==> config.mk <==
export PLATFORM = sky130hd
export DESIGN_NAME = pipeline_hazard_controller
export DESIGN_NICKNAME = d
export VERILOG_FILES = /design/src/rtl/pipeline_hazard_controller.sv
export SDC_FILE = /design/constraint.sdc
export NUM_CORES = 1
export LEC_CHECK = 0
export BUFFER_PORTS_ARGS = -buffer_cell sky130_fd_sc_hd__buf_2
export CAP_MARGIN = 30
export CORE_AREA = 2 2 59 61
export DETAILED_ROUTE_END_ITERATION = 12
export DIE_AREA = 0 0 61 63
export GPL_TIMING_DRIVEN = 1
export PLACE_DENSITY = 0.87
export SLEW_MARGIN = 20
export SYNTH_ARGS = -nofsm -noshare
export SYNTH_HDL_FRONTEND = slang
export SYNTH_SLANG_ARGS = --single-unit
==> constraint.sdc <==
create_clock -name CLK -period 3.25 [get_ports CLK]
set_input_delay 0.1625 -clock CLK [delete_from_list [all_inputs] [get_ports CLK]]
set_output_delay 0.1625 -clock CLK [all_outputs]
set_load 0.01 [all_outputs]
==> src/rtl/pipeline_hazard_controller.sv <==
// Stall/flush sequencer for the 5-stage pipeline: load-use bubbles, branch flushes, DMEM handshake.
// Optional PERF_COUNTERS_EN adds saturating stall-cycle and flush counters.
module pipeline_hazard_controller #(
  parameter int MEM_TIMEOUT = 15,
  parameter int REG_ADDR_W  = 5
) (
  input  logic                  CLK,
  input  logic                  RST,
  input  logic [REG_ADDR_W-1:0] ID_RS1,
  input  logic [REG_ADDR_W-1:0] ID_RS2,
  input  logic                  ID_USES_RS2,
  input  logic [REG_ADDR_W-1:0] EX_RD,
  input  logic                  EX_MemRead,
  input  logic                  EX_BRANCH_TAKEN,
  input  logic                  MEM_MemRead,
  input  logic                  MEM_MemWrite,
  input  logic                  DMEM_ACK,
  output logic                  DMEM_REQ,
  output logic                  PC_EN,
  output logic                  IF_ID_EN,
  output logic                  IF_ID_FLUSH,
  output logic                  ID_EX_FLUSH,
  output logic                  EX_MEM_EN,
  output logic                  MEM_WB_EN,
  output logic                  MEM_WB_BUBBLE,
  output logic                  DMEM_TIMEOUT,
  output logic [31:0]           STALL_CYCLES,
  output logic [31:0]           FLUSH_COUNT
);

  // state    | meaning
  // RUN      | pipeline flowing; hazards and branches evaluated
  // WAIT_ACK | DMEM request outstanding, pipeline frozen
  // FAULT    | DMEM never answered; frozen until reset
  typedef enum logic [1:0] {RUN = 2'd0, WAIT_ACK = 2'd1, FAULT = 2'd2} stateT;

  localparam logic [7:0] TIMEOUT_CNT = 8'(MEM_TIMEOUT);

  stateT      state, stateNext;
  logic [7:0] wcnt, wcntNext;
  logic       memOp, memStall, loadUse;

  assign memOp    = MEM_MemRead | MEM_MemWrite;
  assign memStall = ((state == RUN) && memOp && !DMEM_ACK) ||
                    ((state == WAIT_ACK) && !DMEM_ACK);
  assign loadUse  = EX_MemRead && (EX_RD != '0) &&
                    ((EX_RD == ID_RS1) || (ID_USES_RS2 && (EX_RD == ID_RS2)));

  always_ff @(posedge CLK) begin
    if (RST) begin
      state <= RUN;
      wcnt  <= 8'd0;
    end else begin
      state <= stateNext;
      wcnt  <= wcntNext;
    end
  end

  always_comb begin
    stateNext = state;
    wcntNext  = wcnt;
    case (state)
      RUN: begin
        if (memOp && !DMEM_ACK) begin
          stateNext = WAIT_ACK;
          wcntNext  = 8'd1;
        end
      end
      WAIT_ACK: begin
        if (DMEM_ACK) begin
          stateNext = RUN;
          wcntNext  = 8'd0;
        end else if (wcnt == TIMEOUT_CNT) begin
          stateNext = FAULT;
        end else begin
          wcntNext = wcnt + 8'd1;
        end
      end
      FAULT: stateNext = FAULT;
      default: begin
        stateNext = RUN;
        wcntNext  = 8'd0;
      end
    endcase
  end

  always_comb begin
    DMEM_REQ      = 1'b0;
    PC_EN         = 1'b1;
    IF_ID_EN      = 1'b1;
    IF_ID_FLUSH   = 1'b0;
    ID_EX_FLUSH   = 1'b0;
    EX_MEM_EN     = 1'b1;
    MEM_WB_EN     = 1'b1;
    MEM_WB_BUBBLE = 1'b0;
    if (RST) begin
      PC_EN         = 1'b0;
      IF_ID_EN      = 1'b0;
      EX_MEM_EN     = 1'b0;
      MEM_WB_EN     = 1'b0;
      IF_ID_FLUSH   = 1'b1;
      ID_EX_FLUSH   = 1'b1;
      MEM_WB_BUBBLE = 1'b1;
    end else if (state == FAULT) begin
      PC_EN         = 1'b0;
      IF_ID_EN      = 1'b0;
      EX_MEM_EN     = 1'b0;
      MEM_WB_EN     = 1'b0;
      MEM_WB_BUBBLE = 1'b1;
    end else begin
      DMEM_REQ = (state == WAIT_ACK) || memOp;
      // ID/EX holds during a mem-stall; MEM/WB keeps swallowing bubbles
      if (memStall) begin
        PC_EN         = 1'b0;
        IF_ID_EN      = 1'b0;
        EX_MEM_EN     = 1'b0;
        MEM_WB_BUBBLE = 1'b1;
      end else if (EX_BRANCH_TAKEN) begin
        IF_ID_FLUSH = 1'b1;
        ID_EX_FLUSH = 1'b1;
      end else if (loadUse) begin
        PC_EN       = 1'b0;
        IF_ID_EN    = 1'b0;
        ID_EX_FLUSH = 1'b1;
      end
    end
  end

  assign DMEM_TIMEOUT = (state == FAULT);

`ifdef PERF_COUNTERS_EN
  logic [31:0] stallCnt, flushCnt;

  always_ff @(posedge CLK) begin
    if (RST) begin
      stallCnt <= 32'd0;
      flushCnt <= 32'd0;
    end else begin
      if (!PC_EN && (state != FAULT) && (stallCnt != 32'hFFFF_FFFF))
        stallCnt <= stallCnt + 32'd1;
      if (IF_ID_FLUSH && (flushCnt != 32'hFFFF_FFFF))
        flushCnt <= flushCnt + 32'd1;
    end
  end

  assign STALL_CYCLES = stallCnt;
  assign FLUSH_COUNT  = flushCnt;
`else
  assign STALL_CYCLES = 32'd0;
  assign FLUSH_COUNT  = 32'd0;
`endif

endmodule

==> impl_metrics.csv, run 1 <==
group,metric,value,unit
detailed_routing,topRoutingLayerUsed,"met4",
cts,clk_pin_slew_worst_paths,0.07,ns
grt,grt_usage,9.28,%
worst_setup_path,rr_endpoint,"wcnt[3]",
detailed_routing,ant_nets,0,
die,core,0.00323,mm2
placement,numPortBuffers,31,
sta,slew_viol_final,0,
die,initial_utilization,37.9,%
grt,overflow,0,
hold_path,hold_start,"RST",
cells_and_area,fin_area,0.00120,mm2
cts,post_cts_resized,0,
cts,cts_root_buf,"clkbuf_4",
cells_and_area,n_antenna_cell,0,
status,status,"complete, no violations",
power_and_ir_drop,power.leakage,0.596,nW
detailed_routing,met3_length,239,um
grt,grt_max_degree,16,
detailed_routing,via_count,961,
sta,rsz0062_at_grt,"no",
worst_setup_path,r2r.worst_path.cells,5,
logic_synthesis,synth.area.top_cells,"buf_4 (40%), dfxtp_1 (16%), xor2_1 (6.4%)",
logic_synthesis,synth_compound_area_share,13.0,%
logic_synthesis,synth.distinct_cells,32,
hold_path,worstHoldPathCells,2,
grt,grt_pass1_wl,2800,um
power_and_ir_drop,ir_drop,0.000161,V
cells_and_area,nets,215,
logic_synthesis,synth-edff-count,0,
detailed_routing,wire_per_inst,8.46,um
cells_and_area,final_common_cell,"conb_1",
placement,dp_hpwl,1710,um
logic_synthesis,synthArstFlopShare,0,%
detailed_routing,drt-pass1-iter-count,4,
logic_synthesis,syn_area,0.00122,mm2
logic_synthesis,synth_top_area_share,40.4,%
sta,max_freq,0.526,GHz
cts,cts_tree,"done",
logic_synthesis,synth_seq_area_share,16.3,%
cells_and_area,layout-drive-gt1-share,22.1,%
worst_setup_path,r2r_slack,1.49,ns
cells_and_area,final_cell_mix,"conb_1 (64), buf_2 (31), a21oi_1 (12)",
detailed_routing,dr_wl_met2,1030,um
die,rows,21,
cts,cts.sinks,10,
detailed_routing,vias_per_cell,4.07,
cells_and_area,syn2layout_area_growth,-2.35,%
sta,period_share,58.5,%
hold_path,hp-class,"in -> reg",
placement,routabilityCongestion,0.798,
power_and_ir_drop,power_density,283,mW/mm2
sta,slew_headroom,60.6,%
worst_setup_path,worstReg2RegStart,"wcnt[0]",
sta,hold_viol_final,0,
logic_synthesis,synth-adder-area-share,1.02,%
sta,setup_tns,0,ns
detailed_routing,remaining_drc_errors,0,
worst_setup_path,critPathLaunchType,"register",
worst_setup_path,crit_type,"reg -> out",
logic_synthesis,synth_area_leader_cell,"buf_4",
logic_synthesis,synthSimpleGateAreaFrac,18.4,%
cts,cts.path.max_buffers,2,
worst_setup_path,cp.arrival,1.74,ns
sta,fin_skew,0.00669,ns
worst_setup_path,critPathMaxFanout,9,
grt,first_global_vias,709,
cts,postCtsSetupBuffers,0,
logic_synthesis,syn_area_per_cell,7.66,um2
logic_synthesis,yosys-mux-area-fraction,0,%
run,maxCapViolCount,0,
cts,numCtsBuffers,3,
detailed_routing,wirelength,2000,um
cts,h-tree-depth,1,
die,io_pins,96,
sta,finalSetupViolations,0,
cts,insertion_delay,0.27,ns
logic_synthesis,yosysWarnings,0,
placement,post_dp_cell_area,0.00116,mm2
logic_synthesis,synthXorXnorAreaFrac,7.15,%
detailed_routing,drt_iter0_markers,6,
cells_and_area,fin_util,37.0,%
cts,postCtsHoldBufs,0,
worst_setup_path,crit_path_end_kind,"primary output",
grt,antenna_found_initial,0,
die,die_w,61,um
logic_synthesis,synth_top_family_by_area,"buffers and inverters",
detailed_routing,routedLengthMet1,710,um
sta,worst_pin_slew,0.585,ns
die,die_y,63,um
logic_synthesis,synth_flop_cell,"dfxtp_1",
logic_synthesis,ys_ff_latch,10,
sta,period_needed,1.90,ns
hold_path,holdPathEnd,"wcnt[0]",
logic_synthesis,syn_inst,160,
die,dieArea,0.00384,mm2
worst_setup_path,cp.required,3.09,ns
[cell usage after synthesis, drive strengths merged, types with 2 or more instances]
cell and n:
nor2 8, dfxtp 10, or4 6, xor2 9
o31ai 4, nand2 5, nor3 3, nor4 2
a21oi 12, inv 4, or3 2, o21ai 7
or2 2, nand3 3, buf 68, and3 2
[cell type report]
cell class              instances  area, um2
flip-flops and latches         10        200
fillers                       346       2040
clock buffers                   4       36.3
well taps                      46       57.6
multi-input cells             140        724
inverters                       4       15.0
repair buffers                 32        163
[critical path: stages, from the launching register on]
cell	delay, ns
dfxtp_1	0.39
or3_2	0.49
a21oi_1	0.21
a21oi_1	0.12
o41ai_1	0.07
buf_2	0.19
[per-stage QoR]
stage,setup WS [ns],cells,hold slack (ns),power (mW)
after global placement,1.58,232,0.446,0.225
after CTS,1.34,236,0.166,0.339
after detailed placement,1.52,232,0.453,0.226
after global routing,1.20,236,0.180,0.356
after floorplan,1.57,223,0.324,0.256
final,1.35,236,0.166,0.339
[state kept, by name, summed over array words and instances (netlist names)]
name and cells:
wcnt 8, state 2
[how the worst max path moves through the flow]
stage / depth (start not counted) / to / start
5_1_grt: 5 / ID_EX_FLUSH / state[0]
3_3_place_gp: 5 / wcnt[3] / wcnt[0]
6_report: 5 / ID_EX_FLUSH / state[0]
2_1_floorplan: 6 / wcnt[3] / wcnt[0]
4_1_cts: 5 / ID_EX_FLUSH / state[0]
3_5_place_dp: 5 / wcnt[3] / wcnt[0]
[cells by family (layout without fill, tap and decap cells)]
logic type / count (synthesis) / in the layout
simple gates: 38 / 38
xor+xnor: 10 / 10
flops: 10 / 10
fa+ha+maj: 1 / 1
buf+inv: 73 / 40
compound gates: 27 / 27
other cells: 1 / 64
[routing by layer]
metal,vias up,track usage [%]
li1,477,-
met1,424,10.8
met2,58,15.7
met3,2,3.31
met4,0,2.45
met5,-,0
[where the power goes]
part / internal, mW / total (mW) / switching, mW
combinational: 0.0302 / 0.0969 / 0.0667
clock: 0.0680 / 0.114 / 0.0463
sequential: 0.125 / 0.127 / 0.00291
total: 0.223 / 0.339 / 0.116
(Power assumes the default switching activity.)
==> run 2: changes to the inputs <==
ABC_AREA = 1   (was unset)
CORE_AREA = 2 2 62 64   (was 2 2 59 61)
DIE_AREA = 0 0 64 66   (was 0 0 61 63)
PLACE_DENSITY = 0.85   (was 0.87)
clock period = 2 ns   (was 3.25 ns; I/O delays follow)
==> impl_metrics.csv, run 2 <==
group,metric,value,unit
detailed_routing,remaining_drc_errors,0,
logic_synthesis,synth_flop_cell,"dfxtp_1",
detailed_routing,ant_nets,0,
cts,cts.path.max_buffers,2,
die,core,0.00355,mm2
worst_setup_path,worstReg2RegStart,"wcnt[0]",
cells_and_area,top_regs,"wcnt: 8 flops, state: 2 flops",
worst_setup_path,cp-startpoint,"state[0]",
logic_synthesis,synth.distinct_cells,25,
die,dieArea,0.00422,mm2
die,initial_utilization,38.7,%
cells_and_area,largest_reg_flops,8,
cells_and_area,regMostFlops,"wcnt",
power_and_ir_drop,power.leakage,0.873,nW
worst_setup_path,crit_type,"reg -> out",
sta,period_share,85.0,%
sta,finalSetupViolations,0,
cts,post_cts_resized,0,
sta,period_needed,1.70,ns
worst_setup_path,critPathLaunchType,"register",
cells_and_area,layout-drive-gt1-share,17.2,%
grt,grt_max_degree,10,
detailed_routing,wire_per_inst,8.01,um
detailed_routing,wirelength,2470,um
sta,hold_slack,0.118,ns
worst_setup_path,cp.required,1.90,ns
sta,max_freq,0.588,GHz
cts,clk_pin_slew_worst_paths,0.07,ns
placement,routabilityCongestion,0.834,
grt,grt_usage,11.2,%
cells_and_area,multi_input_area,781,um2
power_and_ir_drop,ir_drop,0.000188,V
cells_and_area,nets,286,
die,die_y,66,um
cts,numCtsBuffers,3,
detailed_routing,drt-pass1-iter-count,4,
cts,h-tree-depth,1,
detailed_routing,via_count,1243,
logic_synthesis,synth-edff-count,0,
worst_setup_path,cp.arrival,1.60,ns
logic_synthesis,ys_ff_latch,10,
cells_and_area,nFillCells,416,
power_and_ir_drop,power_density,442,mW/mm2
logic_synthesis,synth.area.top_cells,"buf_4 (35%), dfxtp_1 (15%), nand2_1 (14%)",
cts,insertion_delay,0.27,ns
cells_and_area,final_common_cell,"conb_1",
logic_synthesis,syn_area,0.00138,mm2
worst_setup_path,critPathMaxFanout,6,
sta,setup_tns,0,ns
sta,slew_viol_final,0,
placement,numPortBuffers,31,
logic_synthesis,yosysWarnings,0,
cts,postCtsHoldBufs,0,
cells_and_area,syn2layout_area_growth,-0.273,%
grt,grt_pass1_wl,3820,um
cells_and_area,regArea,200,um2
cts,postCtsSetupBuffers,0,
logic_synthesis,synth_area_leader_cell,"buf_4",
logic_synthesis,syn_inst,229,
hold_path,hold_start,"RST",
detailed_routing,drt_iter0_markers,31,
logic_synthesis,ys_top_cells_by_count,"buf_4 (65), nand2_1 (53), inv_1 (35)",
cts,cts_tree,"done",
logic_synthesis,syn_area_per_cell,6.00,um2
placement,dp_hpwl,2170,um
grt,first_global_vias,970,
grt,antenna_found_initial,0,
sta,rsz0062_at_grt,"no",
sta,hold_viol_final,0,
logic_synthesis,synth.most_common_cell,"buf_4",
sta,fin_skew,0.00555,ns
die,die_w,64,um
logic_synthesis,synthArstFlopShare,0,%
worst_setup_path,crit_path_end_kind,"primary output",
cells_and_area,n_antenna_cell,0,
cts,cts_root_buf,"clkbuf_4",
run,maxCapViolCount,0,
die,io_pins,96,
logic_synthesis,synth_seq_area_share,14.6,%
cts,cts.sinks,10,
grt,overflow,0,
logic_synthesis,synth_top_area_share,35.5,%
hold_path,hp-class,"in -> reg",
status,status,"complete, no violations",
cells_and_area,final_cell_mix,"conb_1 (64), nand2_1 (53), inv_1 (35)",
detailed_routing,vias_per_cell,4.02,
die,rows,22,
[run 2: changes by cell type after synthesis, sizes merged, moves of 4 or more]
| cell | previous run | this run |
|---|---|---|
| nand4 | 1 | 6 |
| nand3 | 3 | 11 |
| a21oi | 12 | 7 |
| or4 | 6 | 0 |
| inv | 4 | 37 |
| o31ai | 4 | 0 |
| nor2 | 8 | 21 |
| nand2 | 5 | 56 |
| xor2 | 9 | 0 |
[run 2: cells by family (layout without fill, tap and decap cells)]
kind of cell	Yosys count	in the layout	synth area share (%)
compound gates	14	14	5.91
xor+xnor	1	1	0.637
fa+ha+maj	1	1	0.910
buf+inv	103	72	45.9
flops	10	10	14.6
other cells	1	64	0.273
simple gates	99	99	31.8
[run 2: through the flow]
stage	setup slack (ns)	instances	cell area [um2]	util (%)	power, mW
floorplan	0.645	292	1610	-	0.459
global placement	0.579	305	1340	37.6	0.421
detailed placement	0.587	305	1340	37.6	0.424
CTS	0.284	309	1370	38.6	0.610
global route	0.129	309	1370	38.6	0.648
finish	0.300	309	1370	38.6	0.606
[run 2: report_power, final]
group / internal [mW] / total [mW] / switching (mW)
Clock: 0.110 / 0.184 / 0.0733
Combinational: 0.0611 / 0.211 / 0.150
Sequential: 0.205 / 0.211 / 0.00675
Total: 0.376 / 0.606 / 0.230
[run 2: final timing paths]
path,endpoint,slack [ns],cells after the start
worst max-delay path,ID_EX_FLUSH,0.30,9
worst min register to register,wcnt[1],0.50,2
worst min-delay path,state[0],0.12,2
worst max register to register,wcnt[7],0.54,7
[run 2: final cells by class]
cell class | count | share of cell area [%]
clock buffers | 4 | 2.65
inverters | 37 | 10.1
multi-input cells | 179 | 56.9
flip-flops and latches | 10 | 14.6
well taps | 48 | 4.38
repair buffers | 31 | 11.3
[run 2: layer usage]
metal / track usage (%) / wire length [um] / up-vias
li1: - / - / 630
met1: 12.4 / 944 / 540
met2: 20.7 / 1260 / 71
met3: 3.75 / 253 / 2
met4: 2.45 / 12 / 0
met5: 0 / 0 / -
[run 2: worst max-delay path, cell delays in order (launching register included)]
cell and delay [ns]:
dfxtp_1 0.39, inv_2 0.08, nor2_4 0.15, nand2_2 0.12, o21ai_1 0.09, inv_1 0.06, nand2_1 0.11, nand3b_1 0.12
nand2_1 0.06, buf_2 0.13
